==> src/rtl/anton_neopixel_frame_sequencer_pkg.sv <==
// Shared definitions for the NeoPixel frame sequencer: timing defaults,
// FSM state encoding and constant helper functions.
package anton_neopixel_frame_sequencer_pkg;

  localparam int BUFFER_END_DEFAULT = 255;
  localparam int T0H_DEFAULT        = 17;
  localparam int T1H_DEFAULT        = 35;
  localparam int T_BIT_DEFAULT      = 62;
  localparam int T_RESET_DEFAULT    = 2500;

  typedef enum logic [1:0] {
    ST_IDLE     = 2'd0,
    ST_BIT_HIGH = 2'd1,
    ST_BIT_LOW  = 2'd2,
    ST_LATCH    = 2'd3
  } fsm_state_e;

  // Ceiling log2, never below 1 so a degenerate range still gets a real bus.
  function automatic int clog2_min1(input int value);
    int w;
    w = 1;
    while ((1 << w) < value) begin
      w = w + 1;
    end
    return w;
  endfunction

  function automatic int max_int(input int a, input int b);
    return (a > b) ? a : b;
  endfunction

endpackage

==> src/rtl/anton_neopixel_bit_timer.sv <==
// Loadable down-counter shared by the bit-high, bit-low and latch phases;
// o_tc is asserted while the count sits at zero.
module anton_neopixel_bit_timer #(
  parameter int TW = 4
) (
  input  logic          i_clk,
  input  logic          i_rst,
  input  logic          i_load,
  input  logic [TW-1:0] i_load_val,
  output logic          o_tc,
  output logic [TW-1:0] o_count
);

  logic [TW-1:0] r_count;

  // Count register: load wins, otherwise count down and park at zero.
  always_ff @(posedge i_clk or posedge i_rst) begin
    if (i_rst) begin
      r_count <= {TW{1'b0}};
    end else if (i_load) begin
      r_count <= i_load_val;
    end else if (r_count != {TW{1'b0}}) begin
      r_count <= r_count - {{(TW-1){1'b0}}, 1'b1};
    end else begin
      r_count <= r_count;
    end
  end

  assign o_tc    = (r_count == {TW{1'b0}});
  assign o_count = r_count;

endmodule

==> src/rtl/anton_neopixel_frame_sequencer.sv <==
// Walks the pixel buffer and serialises each byte MSB-first as WS2812 bit
// waveforms, followed by a latch gap and a one-cycle end-of-frame pulse.
module anton_neopixel_frame_sequencer
  import anton_neopixel_frame_sequencer_pkg::*;
#(
  parameter  int BUFFER_END  = BUFFER_END_DEFAULT,
  parameter  int T0H         = T0H_DEFAULT,
  parameter  int T1H         = T1H_DEFAULT,
  parameter  int T_BIT       = T_BIT_DEFAULT,
  parameter  int T_RESET     = T_RESET_DEFAULT,
  localparam int BUFFER_BITS = clog2_min1(BUFFER_END + 1)
) (
  input  logic                   busClk,
  input  logic                   busReset,
  input  logic                   reg_ctrl_run,
  input  logic                   reg_ctrl_init,
  input  logic                   reg_ctrl_limit,
  input  logic                   reg_ctrl_32bit,
  input  logic [12:0]            reg_max,
  output logic [BUFFER_BITS-1:0] pixel_addr,
  input  logic [7:0]             pixel_byte,
  output logic                   neoData,
  output logic                   state,
  output logic                   stream_sync_of
);

  localparam int TW = clog2_min1(max_int(T_BIT, T_RESET) + 1);

  fsm_state_e             r_state;
  fsm_state_e             w_state_next;
  logic [BUFFER_BITS-1:0] r_addr, w_addr_next;
  logic [BUFFER_BITS-1:0] r_end, w_end_next;
  logic [BUFFER_BITS-1:0] w_end_calc, w_addr_adv;
  logic [12:0]            w_end_wide, w_addr_wide;
  logic [7:0]             r_shift, w_shift_next;
  logic [2:0]             r_bit, w_bit_next;
  logic                   r_mode32, w_mode32_next;
  logic                   r_last, w_last_next;
  logic                   r_neo, r_busy, r_sync, w_sync_next;
  logic                   w_timer_load, w_tc;
  logic [TW-1:0]          w_timer_val, w_count;

  function automatic logic [TW-1:0] high_load(input logic b);
    return b ? TW'(T1H - 1) : TW'(T0H - 1);
  endfunction

  function automatic logic [TW-1:0] low_load(input logic b);
    return b ? TW'(T_BIT - T1H - 1) : TW'(T_BIT - T0H - 1);
  endfunction

  anton_neopixel_bit_timer #(.TW(TW)) u_timer (
    .i_clk      (busClk),
    .i_rst      (busReset),
    .i_load     (w_timer_load),
    .i_load_val (w_timer_val),
    .o_tc       (w_tc),
    .o_count    (w_count)
  );

  // Last byte index for a new frame: clamp to the buffer, skip 32-bit padding.
  always_comb begin
    if (reg_ctrl_limit && (reg_max <= 13'(BUFFER_END))) begin
      w_end_wide = reg_max;
    end else begin
      w_end_wide = 13'(BUFFER_END);
    end
    if (reg_ctrl_32bit && (w_end_wide[1:0] == 2'b11)) begin
      w_end_wide = w_end_wide - 13'd1;
    end else begin
      w_end_wide = w_end_wide;
    end
    w_end_calc = w_end_wide[BUFFER_BITS-1:0];
  end

  // Next byte address, stepping over the padding byte of each 32-bit word.
  always_comb begin
    w_addr_wide = 13'(r_addr) + 13'd1;
    if (r_mode32 && (w_addr_wide[1:0] == 2'b11)) begin
      w_addr_wide = w_addr_wide + 13'd1;
    end else begin
      w_addr_wide = w_addr_wide;
    end
    w_addr_adv = w_addr_wide[BUFFER_BITS-1:0];
  end

  // Next-state logic. The address advances when the high phase of bit 0
  // ends, so the combinational buffer read is settled by the time the
  // following byte is loaded at the end of the bit.
  always_comb begin
    w_state_next  = r_state;
    w_addr_next   = r_addr;
    w_end_next    = r_end;
    w_mode32_next = r_mode32;
    w_shift_next  = r_shift;
    w_bit_next    = r_bit;
    w_last_next   = r_last;
    w_sync_next   = 1'b0;
    w_timer_load  = 1'b0;
    w_timer_val   = {TW{1'b0}};
    if (reg_ctrl_init) begin
      w_state_next = ST_IDLE;
      w_addr_next  = {BUFFER_BITS{1'b0}};
    end else begin
      case (r_state)
        ST_IDLE: begin
          if (reg_ctrl_run) begin
            w_state_next  = ST_BIT_HIGH;
            w_end_next    = w_end_calc;
            w_mode32_next = reg_ctrl_32bit;
            w_shift_next  = pixel_byte;
            w_bit_next    = 3'd7;
            w_last_next   = 1'b0;
            w_timer_load  = 1'b1;
            w_timer_val   = high_load(pixel_byte[7]);
          end else begin
            w_addr_next = {BUFFER_BITS{1'b0}};
          end
        end
        ST_BIT_HIGH: begin
          if (w_tc) begin
            w_state_next = ST_BIT_LOW;
            w_timer_load = 1'b1;
            w_timer_val  = low_load(r_shift[7]);
            if (r_bit != 3'd0) begin
              w_last_next = r_last;
            end else if (r_addr == r_end) begin
              w_last_next = 1'b1;
            end else begin
              w_addr_next = w_addr_adv;
            end
          end else begin
            w_state_next = ST_BIT_HIGH;
          end
        end
        ST_BIT_LOW: begin
          if (!w_tc) begin
            w_state_next = ST_BIT_LOW;
          end else if (r_bit != 3'd0) begin
            w_state_next = ST_BIT_HIGH;
            w_bit_next   = r_bit - 3'd1;
            w_shift_next = {r_shift[6:0], 1'b0};
            w_timer_load = 1'b1;
            w_timer_val  = high_load(r_shift[6]);
          end else if (r_last) begin
            w_state_next = ST_LATCH;
            w_timer_load = 1'b1;
            w_timer_val  = TW'(T_RESET - 1);
            w_sync_next  = (T_RESET == 1);
          end else begin
            w_state_next = ST_BIT_HIGH;
            w_shift_next = pixel_byte;
            w_bit_next   = 3'd7;
            w_timer_load = 1'b1;
            w_timer_val  = high_load(pixel_byte[7]);
          end
        end
        ST_LATCH: begin
          if (w_tc) begin
            w_state_next = ST_IDLE;
            w_addr_next  = {BUFFER_BITS{1'b0}};
          end else begin
            w_sync_next = (w_count == TW'(1));
          end
        end
        default: begin
          w_state_next = ST_IDLE;
          w_addr_next  = {BUFFER_BITS{1'b0}};
        end
      endcase
    end
  end

  // State, datapath and registered pin outputs.
  always_ff @(posedge busClk or posedge busReset) begin
    if (busReset) begin
      r_state  <= ST_IDLE;
      r_addr   <= {BUFFER_BITS{1'b0}};
      r_end    <= {BUFFER_BITS{1'b0}};
      r_mode32 <= 1'b0;
      r_shift  <= 8'h00;
      r_bit    <= 3'd0;
      r_last   <= 1'b0;
      r_neo    <= 1'b0;
      r_busy   <= 1'b0;
      r_sync   <= 1'b0;
    end else begin
      r_state  <= w_state_next;
      r_addr   <= w_addr_next;
      r_end    <= w_end_next;
      r_mode32 <= w_mode32_next;
      r_shift  <= w_shift_next;
      r_bit    <= w_bit_next;
      r_last   <= w_last_next;
      r_neo    <= (w_state_next == ST_BIT_HIGH);
      r_busy   <= (w_state_next != ST_IDLE);
      r_sync   <= w_sync_next;
    end
  end

  assign pixel_addr     = r_addr;
  assign neoData        = r_neo;
  assign state          = r_busy;
  assign stream_sync_of = r_sync;

endmodule
==> config.mk <==
export PLATFORM = sky130hd
export DESIGN_NAME = anton_neopixel_frame_sequencer
export DESIGN_NICKNAME = d
export VERILOG_FILES = /design/src/rtl/anton_neopixel_frame_sequencer_pkg.sv /design/src/rtl/anton_neopixel_bit_timer.sv /design/src/rtl/anton_neopixel_frame_sequencer.sv
export SDC_FILE = /design/constraint.sdc
export NUM_CORES = 1
export LEC_CHECK = 0
export ABC_AREA = 1
export BUFFER_PORTS_ARGS = -buffer_cell sky130_fd_sc_hd__buf_4
export CAP_MARGIN = 20
export CORE_ASPECT_RATIO = 1.1
export CORE_MARGIN = 2
export CORE_UTILIZATION = 40
export CTS_BUF_LIST = sky130_fd_sc_hd__clkbuf_4 sky130_fd_sc_hd__clkbuf_8
export DETAILED_ROUTE_END_ITERATION = 16
export PLACE_DENSITY = 0.69
export RECOVER_POWER = 100
export SYNTH_ARGS = -nofsm -noshare
export SYNTH_HDL_FRONTEND = slang
export SYNTH_SLANG_ARGS = --single-unit
==> constraint.sdc <==
create_clock -name busClk -period 1.8 [get_ports busClk]
set_input_delay 0 -clock busClk [delete_from_list [all_inputs] [get_ports busClk]]
set_output_delay 0 -clock busClk [all_outputs]
set_load 0.1 [all_outputs]
==> run summary, run 1 <==
The flow ran to the end, and the final reports show no timing, DRC or antenna violations. The post-synthesis cell area came out at 3260 sq um. TritonCTS built the clock tree. The worst hold path belongs to the class in -> reg. The clock-pin slew on the worst setup and hold paths came out at 0.09 ns. Summing all placed instances gives a cell area of 3920 sq um. The commonest non-fill, non-tap cell in the layout is sky130_fd_sc_hd__nand2_1. In this run the clock root is driven by a sky130_fd_sc_hd__clkbuf_8.

The routed design has 7770 um of wire. The layout cell share with drive strength beyond 1 came out at 22.8%. The data required time of the worst path is 2.00 ns. The placed wire-length estimate is approximately 6000 um. In this run the deepest clock path goes through 2 buffers. In the final layout, the multi-input gates occupy 1890 sq um. The worst-path maximum fanout is 6.

The final cell count without fillers is 687. The vertical die dimension came out at 98.7 um. The final weighted congestion in routability-driven placement came out at 0.876. Setup repair after global routing could not meet its margin everywhere. Leaving out fill and tap cells, the most frequent cells in the layout are 176 x sky130_fd_sc_hd__nand2_1, 71 x sky130_fd_sc_hd__inv_1, 60 x sky130_fd_sc_hd__buf_4, 43 x sky130_fd_sc_hd__nand3_1. The setup slack of the critical path after layout came out at around 0.067 ns. The max capacitance violation total is 0.

The cell count after synthesis came out at ~500. Fill cells in the final layout number 795. The worst voltage drop across the vdd grid is around 530 uV. The met2 global-route usage is 31.1%.

The number of buffer cells added on primary ports is 37. The count of nets after finishing is around 620. The initial core utilization came out at 41.2%. During I/O placement, the number of pins put on the boundary was 38. The final number of hold-violating endpoints is 0. CTS saw 46 sinks. The number of warning messages in the yosys log is 0. The power per unit of standard cell area came out at 1340 nW/um^2. The via count came out at 3274. The via count of the first global-routing pass is 3070.

The time the final worst path needs with I/O delays and setup came out at 1.73 ns. The region available for standard cell placement spans ~8000 sq um. Sequential cells were found to cover 35.3% of the synthesized design area.

Clock latency on the worst-skew pair, taken at its later pin, is 0.30 ns. The worst-case headroom to the max-slew limit came out at 22.5%. The first-pass iteration count of the detailed router is 4. The number of core rows is 34. A synthesized cell averages between 6 and 7 sq um.

Once layout is complete, the utilization of the core stands at 53.0%. The number of max-slew violations in the final report came to 0. After detailed routing, the number of remaining DRC violations is 0. The diode insertion count for antenna repair is 0. The area of all placed cells without fillers is 4190 sq um. The number of antenna violations at the first check in global routing came out at 0.

After detailed routing, the average wire length per cell comes to about 11 um. The number of placed instances with taps included came out at 668. Counting every net in the synthesized netlist gives 537.

The leftover overflow at the end of global routing came out at 0. The achievable frequency is 577 MHz. The count of state elements after synthesis came out at 46.

At the worst endpoint, the arrival time is 1.94 ns. The met3 routing resource usage after global routing is 2.68%. The met1 capacity usage during global routing came out at 23.0%. Across the whole layout, storage elements account for 1170 sq um. Using the TritonRoute via totals, the vias-per-cell ratio works out to approximately 4.8. Entering global routing, the biggest net connects 19 pins. The worst setup path category is reg -> reg. The first-pass GRT wire length is 13300 um.

The total power draw is 5.60 mW. The post-route clock skew is 0.00886 ns. The number of routed nets with antenna violations is 0. The area growth from synthesis to final layout came out at 28.6%. The width of the die came out at 90.1 um. The global routing usage summed across all routing layers is 17.9%. OpenSTA, run right after detailed placement, puts the worst setup slack at -0.0756 ns.

The distinct cell type count after synthesis came out at 29. The number of clock buffers inserted by TritonCTS is 5. The first-iteration detailed-routing DRC count came out at ~140. The final setup violation count is 0. The endpoint type of the worst setup path is a flop. The number of H-tree branching levels is 2. The transition time of the tightest slew-check pin came out at 1.17 ns. The die area is 8890 sq um. The final critical-path share of the clock period is 96.3%. The static leakage power came out at ~2.3 nW. The routing layer with the top usage in global route is met2. The kind of start point of the critical path is a flop.
[cells in the mapped netlist]
cell,instances,area (sq um)
sky130_fd_sc_hd__nand2_2,3,18.8
sky130_fd_sc_hd__a21oi_1,9,45.0
sky130_fd_sc_hd__buf_2,2,10.0
sky130_fd_sc_hd__buf_6,2,22.5
sky130_fd_sc_hd__nor2_4,1,11.3
sky130_fd_sc_hd__nand4_1,14,87.6
sky130_fd_sc_hd__buf_4,1,7.51
sky130_fd_sc_hd__ha_1,11,138
sky130_fd_sc_hd__nor2_2,4,25.0
sky130_fd_sc_hd__a21oi_4,1,16.3
sky130_fd_sc_hd__dfrtp_1,46,1150
sky130_fd_sc_hd__nand2_4,1,11.3
sky130_fd_sc_hd__inv_1,76,285
sky130_fd_sc_hd__o21ai_0,20,100
sky130_fd_sc_hd__o21ai_1,2,10.0
sky130_fd_sc_hd__o211ai_1,3,22.5
sky130_fd_sc_hd__clkbuf_1,4,15.0
sky130_fd_sc_hd__o21ai_2,1,8.76
sky130_fd_sc_hd__nand2_1,182,683
sky130_fd_sc_hd__o21bai_1,2,15.0
sky130_fd_sc_hd__a21oi_2,2,17.5
sky130_fd_sc_hd__inv_2,2,7.51
sky130_fd_sc_hd__nor2_1,45,169
sky130_fd_sc_hd__xnor2_1,7,61.3
sky130_fd_sc_hd__nor3_2,1,10.0
sky130_fd_sc_hd__xor2_1,7,61.3
sky130_fd_sc_hd__nand3_1,45,225
sky130_fd_sc_hd__nor3_1,4,20.0
sky130_fd_sc_hd__nor4_1,1,6.26
[final cells by class]
class	instances	area share [%]
Multi-Input combinational cell	366	45.1
Sequential cell	46	27.9
Timing Repair Buffer	81	14.1
Inverter	78	7.04
Tap cell	108	3.22
Clock buffer	8	2.63
[worst max-delay path: stages, from the launching register on]
cell	delay, ns
sky130_fd_sc_hd__dfrtp_4	0.54
sky130_fd_sc_hd__inv_4	0.08
sky130_fd_sc_hd__ha_4	0.19
sky130_fd_sc_hd__inv_1	0.10
sky130_fd_sc_hd__nand3_4	0.09
sky130_fd_sc_hd__nor2_2	0.09
sky130_fd_sc_hd__nand2_1	0.08
sky130_fd_sc_hd__nor2_2	0.14
sky130_fd_sc_hd__nand2_1	0.07
sky130_fd_sc_hd__nand2_1	0.06
sky130_fd_sc_hd__nand2_1	0.07
sky130_fd_sc_hd__nand2_1	0.07
sky130_fd_sc_hd__nand2_1	0.04
[state kept, by name, indices dropped and copies added, names as in the netlist]
| signal | count |
|---|---|
| r_shift | 8 |
| r_bit | 3 |
| pixel_addr | 8 |
| r_state | 2 |
| state | 1 |
| stream_sync_of | 1 |
| neoData | 1 |
| r_last | 1 |
| r_mode32 | 1 |
| r_end | 8 |
| u_timer.o_count | 12 |
[through the flow]
stage               setup TNS [ns]  hold WS, ns
finish                           0       0.0316
CTS                        -0.0105       0.0306
global placement          -0.00679      -0.0489
floorplan                  -0.0424        0.117
detailed placement          -0.168      -0.0451
global route               -0.0727       0.0367
[cell families after synthesis]
| family | Yosys count | share of synthesized area [%] |
|---|---|---|
| AO/OA/AOI/OAI | 40 | 7.21 |
| XOR/XNOR | 14 | 3.76 |
| adder cells (fa/ha/maj) | 11 | 4.22 |
| buffers and inverters | 87 | 10.7 |
| flip-flops | 46 | 35.3 |
| AND/OR/NAND/NOR | 301 | 38.9 |
[routing by layer]
metal	vias to the layer above	wire, um
met5	-	0
met4	0	121
met3	8	273
met2	65	3740
met1	1492	3630
li1	1709	-
[timing repair]
action	in CTS	in global routing
hold endpoints to repair	53	0
buffers inserted	0	4
pin swaps	0	8
resized for setup	3	23
hold buffers	7	0
setup endpoints to repair	10	33
[power breakdown]
group	switching, mW	internal [mW]	leakage (nW)
registers	0.260	1.43	0.563
logic	1.90	1.26	1.64
clock network	0.358	0.388	0.0575
total	2.52	3.08	2.26
[worst paths after layout]
| check | start | endpoint | slack, ns | depth (start not counted) |
|---|---|---|---|---|
| min in group asynchronous | busReset | r_shift[5] | 0.25 | 3 |
| worst max-delay path | pixel_addr[0] | pixel_addr[7] | 0.07 | 12 |
| worst min-delay path | reg_max[6] | r_end[6] | 0.03 | 5 |
| worst min register to register | r_shift[6] | r_shift[6] | 0.48 | 2 |
| worst max register to register | pixel_addr[0] | pixel_addr[7] | 0.07 | 12 |
| max in group asynchronous | busReset | pixel_addr[1] | 0.71 | 4 |
No activity file was read; power rests on OpenSTA's default activity.
==> inputs of run 2 (changes only) <==
--- a/config.mk
+++ b/config.mk
@@ -6,7 +6,7 @@
 export NUM_CORES = 1
 export LEC_CHECK = 0
 export ABC_AREA = 1
-export BUFFER_PORTS_ARGS = -buffer_cell sky130_fd_sc_hd__buf_4
+export BUFFER_PORTS_ARGS = -buffer_cell sky130_fd_sc_hd__clkbuf_2
 export CAP_MARGIN = 20
 export CORE_ASPECT_RATIO = 1.1
 export CORE_MARGIN = 2
==> run 2 against run 1 <==
Routed wire length grew 2.1%. Via count grew 0.98%. Clock skew is essentially flat. Utilization shrank 0.30 points. Critical endpoint is now r_shift[1].
==> run summary, run 2 (synthesized netlist as in run 1, its figures left out) <==
The count of nets after finishing is 619 (+0.49%). The cell with the largest stage delay on the worst path is sky130_fd_sc_hd__dfrtp_1. The clock-pin slew on the worst setup and hold paths came out at 0.09 ns (about the same). The kind of start point of the critical path is a flop. The diode insertion count for antenna repair came to 0 (unchanged).

The worst-case headroom to the max-slew limit came out at 22.1% (-0.33 points). The number of core rows is 34 (unchanged). The first-pass GRT wire length came out at 13600 um (+2.0%).

The static leakage power came out at 2.26 nW (about the same). The hold-critical path depth is 5 (unchanged). The worst path buffer plus inverter count came out at 3 (+1). The number of antenna violations at the first check in global routing was 0 (unchanged). The core footprint is 7910 sq um (unchanged). The signal arrival time at the worst endpoint is 1.91 ns (-0.03 ns). The DRC violations left came out at 0 (unchanged).

The maximum number of pins on one net before global-route repair came out at 24 (+5). The max capacitance violation total came out at 0 (unchanged). The largest stage delay on the critical path came out at 0.40 ns (-0.14 ns). The number of clock sinks seen by CTS is 46 (unchanged).

The flow ran to the end, and the final reports show no timing, DRC or antenna violations. Setup repair after global routing could not meet its margin everywhere. The final weighted congestion in routability-driven placement is 0.885 (+1.1%).

The power share of the combinational group came out at 56.2% (-0.3 points). The final critical-path share of the clock period is 95.2% (-1.1 points). The tree is rooted in a sky130_fd_sc_hd__clkbuf_8. The fill cell total of the finished layout is 799 (+0.50%). The kind of cell with the highest combined delay on the critical path is simple AND/OR/NAND/NOR gates. The register cell area after layout came out at 1160 sq um (-0.86%). The number of flip-flops under the largest register name is 12 (unchanged). The wire length on met2 is 3840 um (+2.7%). The initial core utilization is 41.2% (unchanged). Compared with the post-synthesis result, the final layout area differs by 27.8%. The global routing usage summed across all routing layers is 18.2% (+0.28 points).

The number of placed instances with taps included is 663 (-0.75%). The power per unit of standard cell area is 1360 nW/um^2 (+2.1%). The sequential fraction of design power is 29.8% (-0.3 points). The highest metal layer with signal wires is met4. The total wirelength of the detailed-routed design is 7930 um (+2.1%). The total power draw came out at 5.68 mW (+1.5%). The number of clock buffers inserted by TritonCTS came out at 5 (unchanged). The post-route clock skew was 0.00920 ns (+0.000340 ns). The clock tree buffer depth is 2 (unchanged). The layout cell share with drive strength beyond 1 is 22.3% (-0.46 points). The capture point of the worst reg-to-reg path is r_shift[1]. The time the final worst path needs with I/O delays and setup came out at 1.71 ns (-0.0198 ns). The number of buffer cells added on primary ports is 37 (unchanged). The final setup violation count came out at 0 (unchanged).

The detail-routed net length per standard cell is 11.5 um (+1.6%). The final cell count without fillers came out at 690 (+0.44%). The tightest min-delay check is of the in -> reg type. The vertical die dimension is 98.7 um (unchanged). The via density per instance is 4.79 (+0.54%). The setup slack of the critical path after layout is 0.0863 ns (+0.0198 ns). The pre-CTS setup slack came out at -0.0644 ns (+0.0112 ns). TritonCTS built the clock tree.

The depth of the worst register-to-register path came to 9 (-3). The clock group share of total power came out at 14.0% (+0.7 points). The number of primary I/O pins is 38 (unchanged). The final number of hold-violating endpoints is 0 (unchanged).

The first-iteration detailed-routing DRC count came out at 260 (+87%). STA classifies the critical path endpoint as a flop. The data required time of the worst path is 2.00 ns (about the same). The die area is 8890 sq um (unchanged). The internal power of the cells came to 3.12 mW (+1.3%). The worst voltage drop across the vdd grid came out at 457 uV (-13%). In the layout the commonest cells are 174 x sky130_fd_sc_hd__nand2_1, 70 x sky130_fd_sc_hd__inv_1, 44 x sky130_fd_sc_hd__dfrtp_1, 43 x sky130_fd_sc_hd__nand3_1, 40 x sky130_fd_sc_hd__nor2_1. The signal on the critical path passes through inv_1 -> ha_2 -> inv_1 -> nor2_1 -> inv_1 -> nand2_1 -> nand2_1 -> nand3_1 -> nand2_1. The number of max-slew violations in the final report came out at 0 (unchanged). The setup slack of the worst register-to-register path came out at 0.09 ns (+0.02 ns). The worst setup path category is reg -> reg. The area used by multi-input combinational logic came to 1920 sq um (+1.4%). The fraction of power spent switching nets is 45.1% (+0.097 points). The sum of met3 wire segment lengths after detailed routing is 275 um (+0.73%). For hold timing, the worst endpoint is r_shift[2]. The post-route met1 wirelength is 3680 um (+1.5%). The via count of the first global-routing pass is 3210 (+4.6%). The number of H-tree branching levels is 2 (unchanged). The placed wire-length estimate is 5960 um (-0.38%). The worst hold path begins at pixel_byte[2]. The origin of the critical flop-to-flop path is r_state[0].

The leftover overflow at the end of global routing is 0 (unchanged). The commonest non-fill, non-tap cell in the layout is sky130_fd_sc_hd__nand2_1. The via count is 3306 (+0.98%). The clock network latency to the later pin of the worst-skew pair came out at 0.30 ns (about the same). The number of routed nets with antenna violations was 0 (unchanged). The achievable frequency is 584 MHz (+1.2%). The transition time of the tightest slew-check pin came out at 1.17 ns (+0.00521 ns). The switching power is 2.56 mW (+1.7%). The worst-path maximum fanout was 8 (+2).

The first-pass iteration count of the detailed router came to 4 (unchanged). The tightest hold margin is 0.0255 ns (-0.00613 ns). The width of the die is 90.1 um (unchanged).
-- run 2: cell types whose count changed in the layout (fill, tap and decap cells not counted), sizes merged --
cell         before  now
bufinv            0    1
clkbuf           21   47
buf              61   37
dlygate4sd3       7    6
clkinvlp          0    1
-- run 2: metal layers --
metal	vias up	track usage, %
met5	-	0
met4	0	6.51
met3	11	2.83
met2	72	31.9
met1	1510	22.9
li1	1713	-
-- run 2: stage by stage --
stage / cell area (sq um) / setup TNS, ns / utilization [%]
3_5_place_dp: 3790 / -0.392 / 47.9
4_1_cts: 3990 / 0 / 50.5
2_1_floorplan: 3320 / -0.0424 / -
5_1_grt: 4170 / -0.282 / 52.7
3_3_place_gp: 3790 / -0.0138 / 47.9
6_report: 4170 / 0 / 52.7
-- run 2: power by group through the flow --
stage	registers (mW)	clock network (mW)	logic, mW
2_1_floorplan	1.85	0	1.89
3_3_place_gp	1.70	0	2.77
3_5_place_dp	1.71	0	2.84
4_1_cts	1.69	0.810	2.93
5_1_grt	1.74	0.864	3.58
6_report	1.69	0.793	3.19
-- run 2: area by class of cell --
type / instances / share of cell area (%)
clock inverter: 2 / 0.900
clock buffer: 6 / 1.83
tap: 108 / 3.24
sequential: 46 / 27.8
multi-input combinational: 366 / 46.0
inverter: 78 / 7.08
timing repair buffer: 84 / 13.1
-- run 2: repair_timing --
action | 4_1_cts | 5_1_grt
endpoints found under the setup margin | 11 | 29
setup buffers | 1 | 12
hold buffers | 6 | 0
hold endpoints to repair | 26 | 0
pin swaps | 1 | 9
gates resized for setup | 5 | 30
-- run 2: tightest hold or removal path, cell delays in order --
cell and delay (ns):
sky130_fd_sc_hd__clkbuf_2 0.08, sky130_fd_sc_hd__nand2_1 0.05, sky130_fd_sc_hd__nand2_1 0.04, sky130_fd_sc_hd__nand3_1 0.07, sky130_fd_sc_hd__nand2_1 0.05
-- run 2: how the worst max path moves through the flow --
stage / to / depth (start not counted) / from / slack (ns)
6_report: r_shift[1] / 9 / r_state[0] / 0.09
5_1_grt: r_shift[1] / 9 / r_state[0] / -0.04
4_1_cts: pixel_addr[6] / 11 / r_state[0] / 0.003
3_5_place_dp: pixel_addr[6] / 11 / r_state[1] / -0.06
3_3_place_gp: pixel_addr[3] / 11 / r_state[1] / -0.006
2_1_floorplan: pixel_addr[7] / 13 / pixel_addr[0] / -0.04
==> inputs of run 3 (changes only) <==
--- a/config.mk
+++ b/config.mk
@@ -8,12 +8,14 @@
 export ABC_AREA = 1
 export BUFFER_PORTS_ARGS = -buffer_cell sky130_fd_sc_hd__clkbuf_2
 export CAP_MARGIN = 20
+export CELL_PAD_IN_SITES_DETAIL_PLACEMENT = 1
+export CELL_PAD_IN_SITES_GLOBAL_PLACEMENT = 2
 export CORE_ASPECT_RATIO = 1.1
 export CORE_MARGIN = 2
-export CORE_UTILIZATION = 40
+export CORE_UTILIZATION = 30
 export CTS_BUF_LIST = sky130_fd_sc_hd__clkbuf_4 sky130_fd_sc_hd__clkbuf_8
 export DETAILED_ROUTE_END_ITERATION = 16
-export PLACE_DENSITY = 0.69
+export PLACE_DENSITY = 0.87
 export RECOVER_POWER = 100
 export SYNTH_ARGS = -nofsm -noshare
 export SYNTH_HDL_FRONTEND = slang
==> run 3 against run 2 <==
First-iteration DRC count decreased by 73%. Clock power increased by 20%. Design area increased by 6.5%. Sequential cell count unchanged. Clock skew increased by 0.014 ns. Combinational power increased by 15%. Worst setup slack got worse by 0.073 ns. Worst hold slack got worse by 0.024 ns. Sequential share of layout area decreased by 1.5 points. Non-clock buffer count increased by 11. Maximum frequency decreased by 4.1%.
==> run summary, run 3 (synthesized netlist as in run 1, its figures left out) <==
For this design, the slowest cell found on the critical path is sky130_fd_sc_hd__dfrtp_1. The via density per instance is 4.59 (-4.3%). The total power draw came out at 6.34 mW (+12%). The worst hold path belongs to the class in -> reg. The via count of the first global-routing pass is 3536 (+10%). The setup slack of the worst register-to-register path came out at 0.01 ns (-0.07 ns).

From synthesis to final layout, the design area changed by 36.1%. The worst-case headroom to the max-slew limit is 20.9% (-1.3 points). The final weighted congestion in routability-driven placement was 0.820 (-7.3%). The number of flip-flops under the largest register name was 12 (unchanged). In the layout the commonest cells are 164 x sky130_fd_sc_hd__nand2_1, 69 x sky130_fd_sc_hd__inv_1, 40 x sky130_fd_sc_hd__nand3_1, 40 x sky130_fd_sc_hd__dfrtp_1, 39 x sky130_fd_sc_hd__buf_4. The initial core utilization is 31.1% (-10 points).

The CTS tree is done. The final setup violation count came to 0 (unchanged). The signal arrival time at the worst endpoint is 2.01 ns (+0.10 ns). The hold-critical path depth came to 5 (unchanged). The startpoint identified for the worst register-to-register timing path is u_timer.o_count[0]. The fill cell total of the finished layout came to 1365 (+71%). The leftover overflow at the end of global routing is 0 (unchanged). The number of core rows came out at 39 (+15%). The number of buffer cells added on primary ports came out at 37 (unchanged). The via count is 3381 (+2.3%).

The buffer cell driving the clock tree root is sky130_fd_sc_hd__clkbuf_8. The transition time of the tightest slew-check pin is 1.19 ns (+0.0138 ns). The internal power of the cells came out at 3.45 mW (+11%).

The depth of the worst register-to-register path is 10 (+1). The total wirelength of the detailed-routed design came out at 9730 um (+23%). The achievable frequency came out at 560 MHz (-4.1%). The die area came out at 11700 sq um (+32%).

The signal on the critical path passes through inv_2 -> ha_4 -> nand2_4 -> nor2_4 -> nand2_4 -> buf_6 -> a21oi_4 -> nand2_4 -> nor2_4 -> a21oi_2. The vertical die dimension came out at 113 um (+15%). The final cell count without fillers came out at 737 (+6.8%). The worst voltage drop across the vdd grid came out at 667 uV (+46%). The first-iteration detailed-routing DRC count is 70 (-73%). The count of nets after finishing was 631 (+1.9%). The fraction of power spent switching nets is 45.6% (+0.51 points).

The number of max-slew violations in the final report is 0 (unchanged). The sequential fraction of design power is 27.1% (-2.7 points). The number of primary I/O pins came out at 38 (unchanged). The static leakage power is 2.35 nW (+3.8%). The cell that appears most often on the critical path is sky130_fd_sc_hd__nand2_4. The total negative slack for setup checks came out at 0 ns (unchanged).

In this design, the largest share of critical-path delay is due to simple AND/OR/NAND/NOR gates. The tightest hold margin came out at 0.00181 ns (-0.0237 ns). The number of clock sinks seen by CTS came out at 46 (unchanged). The max capacitance violation total came to 0 (unchanged).

The core footprint came out at 10500 sq um (+33%). Setup repair after global routing could not meet its margin everywhere. The width of the die came to 103 um (+15%). The final critical-path share of the clock period is 99.3% (+4.1 points). The time the final worst path needs with I/O delays and setup is 1.79 ns (+0.0732 ns). The detail-routed net length per standard cell is 13.2 um (+15%). The worst setup path category is reg -> reg. The power per unit of standard cell area is 1430 nW/um^2 (+4.8%). The run finished with clean final reports.

The final design utilization is 42.3% (-10 points). The number of routed nets with antenna violations is 0 (unchanged). The clock group share of total power came out at 15.1% (+1.1 points). The number of H-tree branching levels was 2 (unchanged). The global routing usage summed across all routing layers is 17.3% (-0.87 points). The hold path startpoint is pixel_byte[1]. The clock tree buffer depth came out at 2 (unchanged). The clock network latency to the later pin of the worst-skew pair came to 0.32 ns (+0.02 ns). The DRC violations left is 0 (unchanged). The power share of the combinational group is 57.8% (+1.6 points). The number of placed instances with taps included came out at 704 (+6.2%). The post-route clock skew is 0.0230 ns (+0.0138 ns).

The switching power is 2.89 mW (+13%). The library cell used most frequently in the layout, excluding fill and tap cells, is sky130_fd_sc_hd__nand2_1. The number of clock buffers inserted by TritonCTS came out at 5 (unchanged). The final number of hold-violating endpoints came out at 0 (unchanged). The endpoint identified for the worst register-to-register timing path is r_shift[7]. The placed wire-length estimate came out at 7340 um (+23%). STA classifies the critical path endpoint as a flop.

The first-pass iteration count of the detailed router was 4 (unchanged). The diode insertion count for antenna repair is 0 (unchanged). The largest stage delay on the critical path came out at 0.40 ns (about the same). The worst-path maximum fanout is 7 (-1). The layout cell share with drive strength beyond 1 came out at 27.3% (+4.9 points).

The data required time of the worst path is 2.03 ns (+0.03 ns). The worst path buffer plus inverter count came out at 2 (-1). The clock-pin slew on the worst setup and hold paths is 0.11 ns (+0.02 ns). The maximum number of pins on one net before global-route repair was 47 (+96%).

The first-pass GRT wire length came to 16400 um (+20%). STA classifies the critical path startpoint as a flop. The worst-case hold path end point is r_shift[1]. The number of antenna violations at the first check in global routing came to 0 (unchanged).
run 3: cell types whose count changed in the layout (fill, tap and decap cells not counted), sizes merged:
cell         previous run  this run
dlygate4sd3             6         8
nand2                 186       187
buf                    37        43
clkinvlp                1         0
clkbuf                 47        49
clkinv                  0         1
bufinv                  1         2
run 3: worst min-delay path: stages:
cell	delay (ns)
sky130_fd_sc_hd__clkbuf_2	0.08
sky130_fd_sc_hd__nand2_1	0.05
sky130_fd_sc_hd__nand2_1	0.04
sky130_fd_sc_hd__nand3_1	0.07
sky130_fd_sc_hd__nand2_1	0.05
run 3: final cells by class:
class                           instances  area, sq um  area share (%)
Multi-Input combinational cell        367         2020            45.4
Sequential cell                        46         1170            26.3
Timing Repair Buffer                   95          642            14.5
Inverter                               78          298            6.71
Tap cell                              143          179            4.03
Clock buffer                            5         68.8            1.55
Clock inverter                          3         68.8            1.55
run 3: worst max-delay path by stage:
stage,end,from,slack [ns],cells past startpoint
2_1_floorplan,pixel_addr[7],pixel_addr[0],-0.04,13
3_5_place_dp,pixel_addr[5],u_timer.o_count[1],-0.07,10
6_report,r_shift[7],u_timer.o_count[0],0.01,10
5_1_grt,r_bit[2],u_timer.o_count[0],-0.1,10
4_1_cts,pixel_addr[3],u_timer.o_count[0],0.01,11
3_3_place_gp,u_timer.o_count[1],r_state[0],0.01,10
run 3: what timing repair did:
action	in CTS	in global routing
hold endpoints to repair	53	0
hold buffers	8	0
setup endpoints to repair	19	32
resized for setup	8	58
gates cloned	0	1
buffers inserted	1	15
pin swaps	2	25
run 3: layer usage:
| layer | wire length [um] | global-route usage (%) |
|---|---|---|
| met3 | 207 | 2.04 |
| met4 | 108 | 4.21 |
| met1 | 4540 | 22.9 |
| met5 | 0 | 0 |
| met2 | 4870 | 29.9 |
run 3: per-stage QoR:
stage | cell area [sq um] | worst slack (ns)
floorplan | 3320 | -0.0424
global placement | 3890 | 0.0149
detailed placement | 3890 | -0.0707
CTS | 4140 | 0.0111
global route | 4440 | -0.0976
finish | 4440 | 0.0131
run 3: power by group through the flow:
stage / Combinational (mW) / Clock (mW) / Sequential, mW
2_1_floorplan: 1.89 / 0 / 1.85
3_3_place_gp: 2.93 / 0 / 1.70
3_5_place_dp: 3.03 / 0 / 1.72
4_1_cts: 3.13 / 0.968 / 1.70
5_1_grt: 4.10 / 1.01 / 1.77
6_report: 3.67 / 0.955 / 1.72
